[src/rtl/cnn_layer_accel_octo_input_sched.sv]
// Shares one upstream burst stream between C_NUM_OCTO octo blocks using round-robin selection.
// Optional build macro OCTO_INPUT_SCHED_PERF_CNT_EN adds stall and completed-burst counters.
module cnn_layer_accel_octo_input_sched #(
    parameter int C_NUM_OCTO    = 4,
    parameter int C_PIXEL_WIDTH = 18,
    parameter int C_BURST_LEN   = 16,
    localparam int C_LOG2_NUM_OCTO = (C_NUM_OCTO > 1) ? $clog2(C_NUM_OCTO) : 1
) (
    input  logic                       clk_500MHz,
    input  logic                       rst,
    input  logic [C_NUM_OCTO-1:0]      octo_pixel_datain_rdy,
    input  logic [C_NUM_OCTO-1:0]      octo_seq_datain_rdy,
    output logic                       req_valid,
    output logic [C_LOG2_NUM_OCTO-1:0] req_octo,
    output logic                       req_seq,
    input  logic                       req_ack,
    input  logic [C_PIXEL_WIDTH-1:0]   up_datain,
    input  logic                       up_datain_valid,
    output logic                       up_datain_rdy,
    output logic [C_PIXEL_WIDTH-1:0]   octo_datain,
    output logic [C_NUM_OCTO-1:0]      octo_datain_valid,
    output logic [C_NUM_OCTO-1:0]      octo_pixel_datain_tag,
    output logic [C_NUM_OCTO-1:0]      octo_seq_datain_tag,
    output logic                       busy
`ifdef OCTO_INPUT_SCHED_PERF_CNT_EN
    ,
    output logic [31:0]                stall_count,
    output logic [31:0]                burst_count
`endif
);

    localparam int CNT_W = $clog2(C_BURST_LEN) + 1;
    localparam logic [CNT_W-1:0] CNT_LAST = CNT_W'(C_BURST_LEN - 1);

    typedef logic [C_LOG2_NUM_OCTO-1:0] octo_idx_t;

    typedef enum logic [2:0] {
        ST_IDLE  = 3'b001,
        ST_REQ   = 3'b010,
        ST_BURST = 3'b100
    } state_t;

    state_t                   state_reg, state_next;
    octo_idx_t                seq_ptr_reg, seq_ptr_next;
    octo_idx_t                pix_ptr_reg, pix_ptr_next;
    octo_idx_t                req_octo_reg, req_octo_next;
    logic                     req_seq_reg, req_seq_next;
    logic [CNT_W-1:0]         burst_cnt_reg, burst_cnt_next;
    logic [C_PIXEL_WIDTH-1:0] data_reg, data_next;
    logic [C_NUM_OCTO-1:0]    valid_reg, valid_next;
    logic [C_NUM_OCTO-1:0]    pix_tag_reg, pix_tag_next;
    logic [C_NUM_OCTO-1:0]    seq_tag_reg, seq_tag_next;
    logic [C_NUM_OCTO-1:0]    target_onehot;
    logic [C_LOG2_NUM_OCTO:0] seq_pick, pix_pick;
    logic                     last_word;

    // Returns {found, index} of the first set bit at or after ptr, wrapping circularly.
    // Scanning from the far end lets the nearest hit overwrite earlier ones.
    function automatic logic [C_LOG2_NUM_OCTO:0] rr_pick(
        input logic [C_NUM_OCTO-1:0] vec,
        input octo_idx_t             ptr
    );
        logic      found;
        octo_idx_t idx;
        int        pos;
        found = 1'b0;
        idx   = '0;
        for (int k = C_NUM_OCTO - 1; k >= 0; k--) begin
            pos = int'(ptr) + k;
            if (pos >= C_NUM_OCTO) begin
                pos = pos - C_NUM_OCTO;
            end
            if (vec[pos]) begin
                found = 1'b1;
                idx   = octo_idx_t'(pos);
            end
        end
        return {found, idx};
    endfunction

    function automatic octo_idx_t next_idx(input octo_idx_t cur);
        if (int'(cur) == C_NUM_OCTO - 1) begin
            return '0;
        end
        return cur + octo_idx_t'(1);
    endfunction

    generate
        for (genvar gi = 0; gi < C_NUM_OCTO; gi++) begin : g_target
            assign target_onehot[gi] = (req_octo_reg == octo_idx_t'(gi));
        end
    endgenerate

    assign seq_pick  = rr_pick(octo_seq_datain_rdy, seq_ptr_reg);
    assign pix_pick  = rr_pick(octo_pixel_datain_rdy, pix_ptr_reg);
    assign last_word = (burst_cnt_reg == CNT_LAST);

    always_comb begin
        state_next     = state_reg;
        seq_ptr_next   = seq_ptr_reg;
        pix_ptr_next   = pix_ptr_reg;
        req_octo_next  = req_octo_reg;
        req_seq_next   = req_seq_reg;
        burst_cnt_next = burst_cnt_reg;
        data_next      = data_reg;
        valid_next     = '0;
        pix_tag_next   = '0;
        seq_tag_next   = '0;
        case (state_reg)
            ST_IDLE: begin
                if (seq_pick[C_LOG2_NUM_OCTO]) begin
                    req_octo_next = seq_pick[C_LOG2_NUM_OCTO-1:0];
                    req_seq_next  = 1'b1;
                    state_next    = ST_REQ;
                end else if (pix_pick[C_LOG2_NUM_OCTO]) begin
                    req_octo_next = pix_pick[C_LOG2_NUM_OCTO-1:0];
                    req_seq_next  = 1'b0;
                    state_next    = ST_REQ;
                end
            end
            ST_REQ: begin
                if (req_ack) begin
                    burst_cnt_next = '0;
                    state_next     = ST_BURST;
                end
            end
            ST_BURST: begin
                if (up_datain_valid) begin
                    data_next      = up_datain;
                    valid_next     = target_onehot;
                    burst_cnt_next = burst_cnt_reg + CNT_W'(1);
                    if (req_seq_reg) begin
                        seq_tag_next = target_onehot;
                    end else begin
                        pix_tag_next = target_onehot;
                    end
                    if (last_word) begin
                        state_next = ST_IDLE;
                        if (req_seq_reg) begin
                            seq_ptr_next = next_idx(req_octo_reg);
                        end else begin
                            pix_ptr_next = next_idx(req_octo_reg);
                        end
                    end
                end
            end
            default: begin
                state_next = ST_IDLE;
            end
        endcase
    end

    always_ff @(posedge clk_500MHz) begin
        if (rst) begin
            state_reg     <= ST_IDLE;
            seq_ptr_reg   <= '0;
            pix_ptr_reg   <= '0;
            req_octo_reg  <= '0;
            req_seq_reg   <= 1'b0;
            burst_cnt_reg <= '0;
            data_reg      <= '0;
            valid_reg     <= '0;
            pix_tag_reg   <= '0;
            seq_tag_reg   <= '0;
        end else begin
            state_reg     <= state_next;
            seq_ptr_reg   <= seq_ptr_next;
            pix_ptr_reg   <= pix_ptr_next;
            req_octo_reg  <= req_octo_next;
            req_seq_reg   <= req_seq_next;
            burst_cnt_reg <= burst_cnt_next;
            data_reg      <= data_next;
            valid_reg     <= valid_next;
            pix_tag_reg   <= pix_tag_next;
            seq_tag_reg   <= seq_tag_next;
        end
    end

    assign req_valid             = (state_reg == ST_REQ);
    assign up_datain_rdy         = (state_reg == ST_BURST);
    assign busy                  = (state_reg != ST_IDLE);
    assign req_octo              = req_octo_reg;
    assign req_seq               = req_seq_reg;
    assign octo_datain           = data_reg;
    assign octo_datain_valid     = valid_reg;
    assign octo_pixel_datain_tag = pix_tag_reg;
    assign octo_seq_datain_tag   = seq_tag_reg;

`ifdef OCTO_INPUT_SCHED_PERF_CNT_EN
    logic [31:0] stall_count_reg, burst_count_reg;

    always_ff @(posedge clk_500MHz) begin
        if (rst) begin
            stall_count_reg <= '0;
            burst_count_reg <= '0;
        end else begin
            if ((state_reg == ST_BURST) && !up_datain_valid && (stall_count_reg != 32'hFFFF_FFFF)) begin
                stall_count_reg <= stall_count_reg + 32'd1;
            end
            if ((state_reg == ST_BURST) && up_datain_valid && last_word && (burst_count_reg != 32'hFFFF_FFFF)) begin
                burst_count_reg <= burst_count_reg + 32'd1;
            end
        end
    end

    assign stall_count = stall_count_reg;
    assign burst_count = burst_count_reg;
`endif

endmodule

[config.mk]
export PLATFORM = sky130hd
export DESIGN_NAME = cnn_layer_accel_octo_input_sched
export DESIGN_NICKNAME = d
export VERILOG_FILES = /design/src/rtl/cnn_layer_accel_octo_input_sched.sv
export SDC_FILE = /design/constraint.sdc
export NUM_CORES = 1
export LEC_CHECK = 0
export CORE_MARGIN = 1.5
export CORE_UTILIZATION = 40
export DETAILED_ROUTE_END_ITERATION = 6
export PLACE_DENSITY = 0.72
export SYNTH_ARGS = -nofsm -noshare
export SYNTH_HDL_FRONTEND = slang
export SYNTH_SLANG_ARGS = --single-unit
[constraint.sdc]
create_clock -name clk_500MHz -period 3.85 [get_ports clk_500MHz]
set_input_delay 0.77 -clock clk_500MHz [delete_from_list [all_inputs] [get_ports clk_500MHz]]
set_output_delay 0.77 -clock clk_500MHz [all_outputs]
set_load 0.05 [all_outputs]
# [After elaboration in Yosys (flattened, before gate mapping)]
# Index checks and enable logic that the tools add are counted.
[word_totals] reg_bits=45 inputBits=30 output_inout_bits=36
[op_classes] n_addsub=16 n_lt_le_gt_ge=16 eq_ne=13 mux=73 bitwise=3 n_reduce_logical=12
[ops] cell="32-bit by 4-bit less-than comparator with 1-bit output (second input constant)" n=8
[ops] cell="32-bit two-way mux" n=8
[ops] cell="1-bit two-way mux" n=35
[ops] cell="2-bit two-way mux" n=13
[ops] cell="3-bit by 3-bit subtractor with 4-bit output (second input constant)" n=6
[ops] cell="3-bit greater-or-equal comparator (second input constant)" n=6
[ops] cell="1-bit binary-select mux with 2-bit select" n=8
[ops] cell="3-bit two-way mux" n=5
[ops] cell="2-bit by 2-bit adder with 3-bit output (second input constant)" n=4
[ops] cell="4-bit AND reduction" n=3
[ops] cell="5-bit two-way mux" n=2
[ops] cell="5-bit case mux with 2 select lines" n=1
[ops] cell="3-bit case mux with 3 select lines" n=1
[ops] cell="4-bit OR reduction" n=2
[ops] cell="2-bit by 3-bit subtractor with 4-bit output (second input constant)" n=2
[ops] cell="2-bit by 1-bit adder with 3-bit output (second input constant)" n=2
[ops] cell="2-bit by 3-bit greater-or-equal comparator with 1-bit output (second input constant)" n=2
[ops] cell="5-bit by 1-bit adder with 5-bit output (second input constant)" n=1
[ops] cell="5-bit by 4-bit == test with 1-bit output (second input constant)" n=1
[ops] cell="2-bit by 1-bit == test with 1-bit output (second input constant)" n=2
[ops] cell="2-bit == test (second input constant)" n=2
[ops] cell="2-bit by 1-bit != test with 1-bit output (second input constant)" n=2
[ops] cell="2-bit AND reduction" n=2
[ops] cell="2-bit nonzero test" n=2
[ops] cell="11 further kinds" n=13

# [Longest topological paths before layout]
[depth] depth_word=13 depth_mapped=8 mapped_depth_nobuf=8

# [Least setup slack after synthesis]
# Ideal clock, no wire load.
[synth_timing] kind="register -> output" start="register state_reg[1]" end="output req_valid" arrival_time_ns=1.696 slack_ns=1.384 path_stages_with_launch=2 n_path_buf=0 path_cell_list="dfxtp_1 -> nor3b_1"
[synth_between] elab_chain_cells=1
[synth_rtl] item="start, declared" line="43" source="state_t state_reg, state_next;"
[synth_rtl] item="start signal, assigned" line="166" source="state_reg <= state_next;"
[synth_rtl] item="3-bit by 2-bit == test with 1-bit output" line="179" source="assign req_valid = (state_reg == ST_REQ);"
[synth_rtl] item="end, declared" line="13" source="output logic req_valid,"
# No other way between the ends.

# [Worst setup path in the final report]
# Same ends and word-level chain as after synthesis.

==> flow_summary.toml <==
[status]
status = "finished, final reports clean"

[yosys]
syn_nets = 251
ys_async_sr_fraction_pct = 0
synth_area_mm2 = 0.00192
synth_edf_count = 0
syn_inst = 215
synth-seq-cells = 45
ys_warn_count = 0
synth_ff_type = "dfxtp_1"
yosysSeqAreaShare_pct = 46.9
syn_area_per_cell_um2 = 8.93
synth.distinct_cells = 37

[setup_path]
critPathBufInv = 1
startpoint_type = "flip-flop"
end_kind = "output pin"
cp_slowest_cell = "clkdlybuf4s50_1"
max_stage_delay_ns = 0.87
path_delay_family = "buffers and inverters"
worstPathCellList = "nor3b_1, clkdlybuf4s50_1"
cp.required_ns = 3.08
path_class = "flip-flop to output pin"
arrival_ns = 1.98
cp_max_fo = 8

[die]
rows = 25
coreArea_mm2 = 0.00466
io_pins = 66
initial_core_util_pct = 41.2
die_w_um = 72.3
fp.dieH_um = 72.3
die-area_mm2 = 0.00522

[drt]
wl_um = 4040
drc = 0
routedWlPerCell_um = 12.0
ant_nets = 0
drtIter0Drc = 92
drtPass1Iterations = 4
via_per_inst = 4.92
num_vias = 1654

[sta]
fin_crit_ns = 2.75
period_share_pct = 71.4
timing_hold_violations_final = 0
slew_viol_final = 0
finalSetupTns_ns = 0
setup_viol = 0
max_freq_mhz = 364
relSlewSlack_pct = 50.1
worst_pin_slew_ns = 0.749
clock_skew_ns = 0.00643
rsz0062_at_grt = "no"

[global_routing]
antenna_found_initial = 0
grtUsageTotal_pct = 16.3
grt_max_degree = 21
grt_pass1_wl_um = 6690
overflow = 0
grt_pass1_vias = 1524

[power_and_ir_drop]
vdd_drop_max_v = 0.000275
power_leakage_nw = 0.976
p_switching_mw = 0.292
power.share.switching_pct = 29.4
clockPowerShare_pct = 27.1
p_int_mw = 0.701
p_per_area_mw_per_mm2 = 371
seq_power_share_pct = 51.1
pwr-share-comb_pct = 21.9

[cells_and_area]
area_growth_syn_to_layout_pct = 39.7
largest_register_ffs = 18
final.fill_count = 426
multi_input_area_um2 = 941
drive_above_1_share_pct = 5.67
diodes = 0
fin_util_pct = 57.5
register_area_um2 = 901
nets = 317

[clock_network]
cts_setup_buffers = 0
ctsResizeCount = 0
root_buffer = "clkbuf_8"
cts_inserted_buffers = 5
htreeDepth = 2
clk_latency_ns = 0.29
cts_hold_buffers = 0
path_clk_slew_ns = 0.08
clkSinkCount = 45
cts_buffer_depth = 2
cts_tree = "done"

[placement]
io_buffer_count = 65
gp_congestion = 0.752
hpwl_um = 3040

[min_path]
min_path_type = "flip-flop to flip-flop"

[run]
maxCapViolations = 0
-- stage by stage --
| step | power (mW) | worst slack [ns] | instances | hold slack (ns) | cell area [µm²] |
|---|---|---|---|---|---|
| floorplan | 0.645 | 1.38 | 215 | 0.471 | 1920 |
| global placement | 0.732 | 1.33 | 328 | 0.441 | 2600 |
| detailed placement | 0.735 | 1.25 | 328 | 0.446 | 2600 |
| CTS | 1.00 | 1.07 | 336 | 0.457 | 2680 |
| global route | 1.05 | 0.978 | 336 | 0.474 | 2680 |
| finish | 0.994 | 1.10 | 336 | 0.456 | 2680 |
-- metal layers --
metal	GRT usage, %	part of all wire (%)	vias to the layer above
li1	-	-	865
met2	27.9	49	47
met1	20.2	46	737
met5	0	0	-
met3	3.89	4.6	5
met4	5.66	1.1	0
-- path summary, 6_finish.rpt --
kind | slack [ns] | to | cells past startpoint | start
max | 1.10 | req_valid | 2 | state_reg[1]
min | 0.46 | octo_datain[7] | 2 | octo_datain[7]
max reg2reg | 1.83 | pix_ptr_reg[1] | 5 | state_reg[2]
min reg2reg | 0.46 | octo_datain[7] | 2 | octo_datain[7]
-- Yosys cell counts (3+ instances only) --
master	n	area share [%]
a21oi_1	27	7.0
and2_1	9	2.9
and3_1	6	2.0
clkbuf_1	3	0.59
dfxtp_1	45	47
ha_1	6	3.9
inv_1	8	1.6
mux2i_1	5	2.6
nand2_1	40	7.8
nand2b_1	4	1.3
nand3b_1	3	1.2
nor2_1	21	4.1
o211ai_1	3	1.2
o21ai_0	3	0.78
o22ai_1	3	0.98
-- power by group through the flow --
stage	Sequential [mW]	Clock, mW	Combinational, mW
final	0.507	0.269	0.217
after global routing	0.511	0.302	0.235
after CTS	0.507	0.275	0.218
after detailed placement	0.518	0	0.217
after global placement	0.518	0	0.214
after floorplan	0.542	0	0.103
-- cell usage in the layout, fill, tap and decap left out, drive strengths merged, types with 2 or more instances in the layout --
| master | n |
|---|---|
| a21oi | 29 |
| inv | 9 |
| nor3b | 4 |
| o31ai | 2 |
| o22ai | 3 |
| nand2b | 4 |
| o21ai | 3 |
| nor2 | 21 |
| clkdlybuf4s50 | 65 |
| and3 | 6 |
| nand2 | 40 |
| o211ai | 3 |
| dfxtp | 45 |
| clkbuf | 8 |
| nor4 | 2 |
| and2 | 9 |
| ha | 6 |
| nand3b | 3 |
| xor2 | 2 |
| mux2i | 5 |
-- worst reg2reg max path, stage by stage (launching register included) --
cell and delay (ns):
dfxtp_1 0.44, nor3b_2 0.30, and2_1 0.66, nand3b_1 0.24
mux2i_1 0.22, nor2_1 0.05
-- area by class of cell --
class | instances | area share (%)
Tap cell | 54 | 2.52
Clock buffer | 8 | 2.99
Multi-Input combinational cell | 154 | 35.1
Sequential cell | 45 | 33.6
Inverter | 9 | 1.26
Timing Repair Buffer | 66 | 24.5
-- cell families after synthesis --
family / Yosys count / share of synthesized area, %
simple gates: 92 / 25.4
compound gates: 48 / 15.8
flops: 45 / 46.9
buf+inv: 16 / 4.04
fa+ha+maj: 6 / 3.91
mux: 5 / 2.61
xor+xnor: 3 / 1.37
Power figures use the tool's default switching activity.
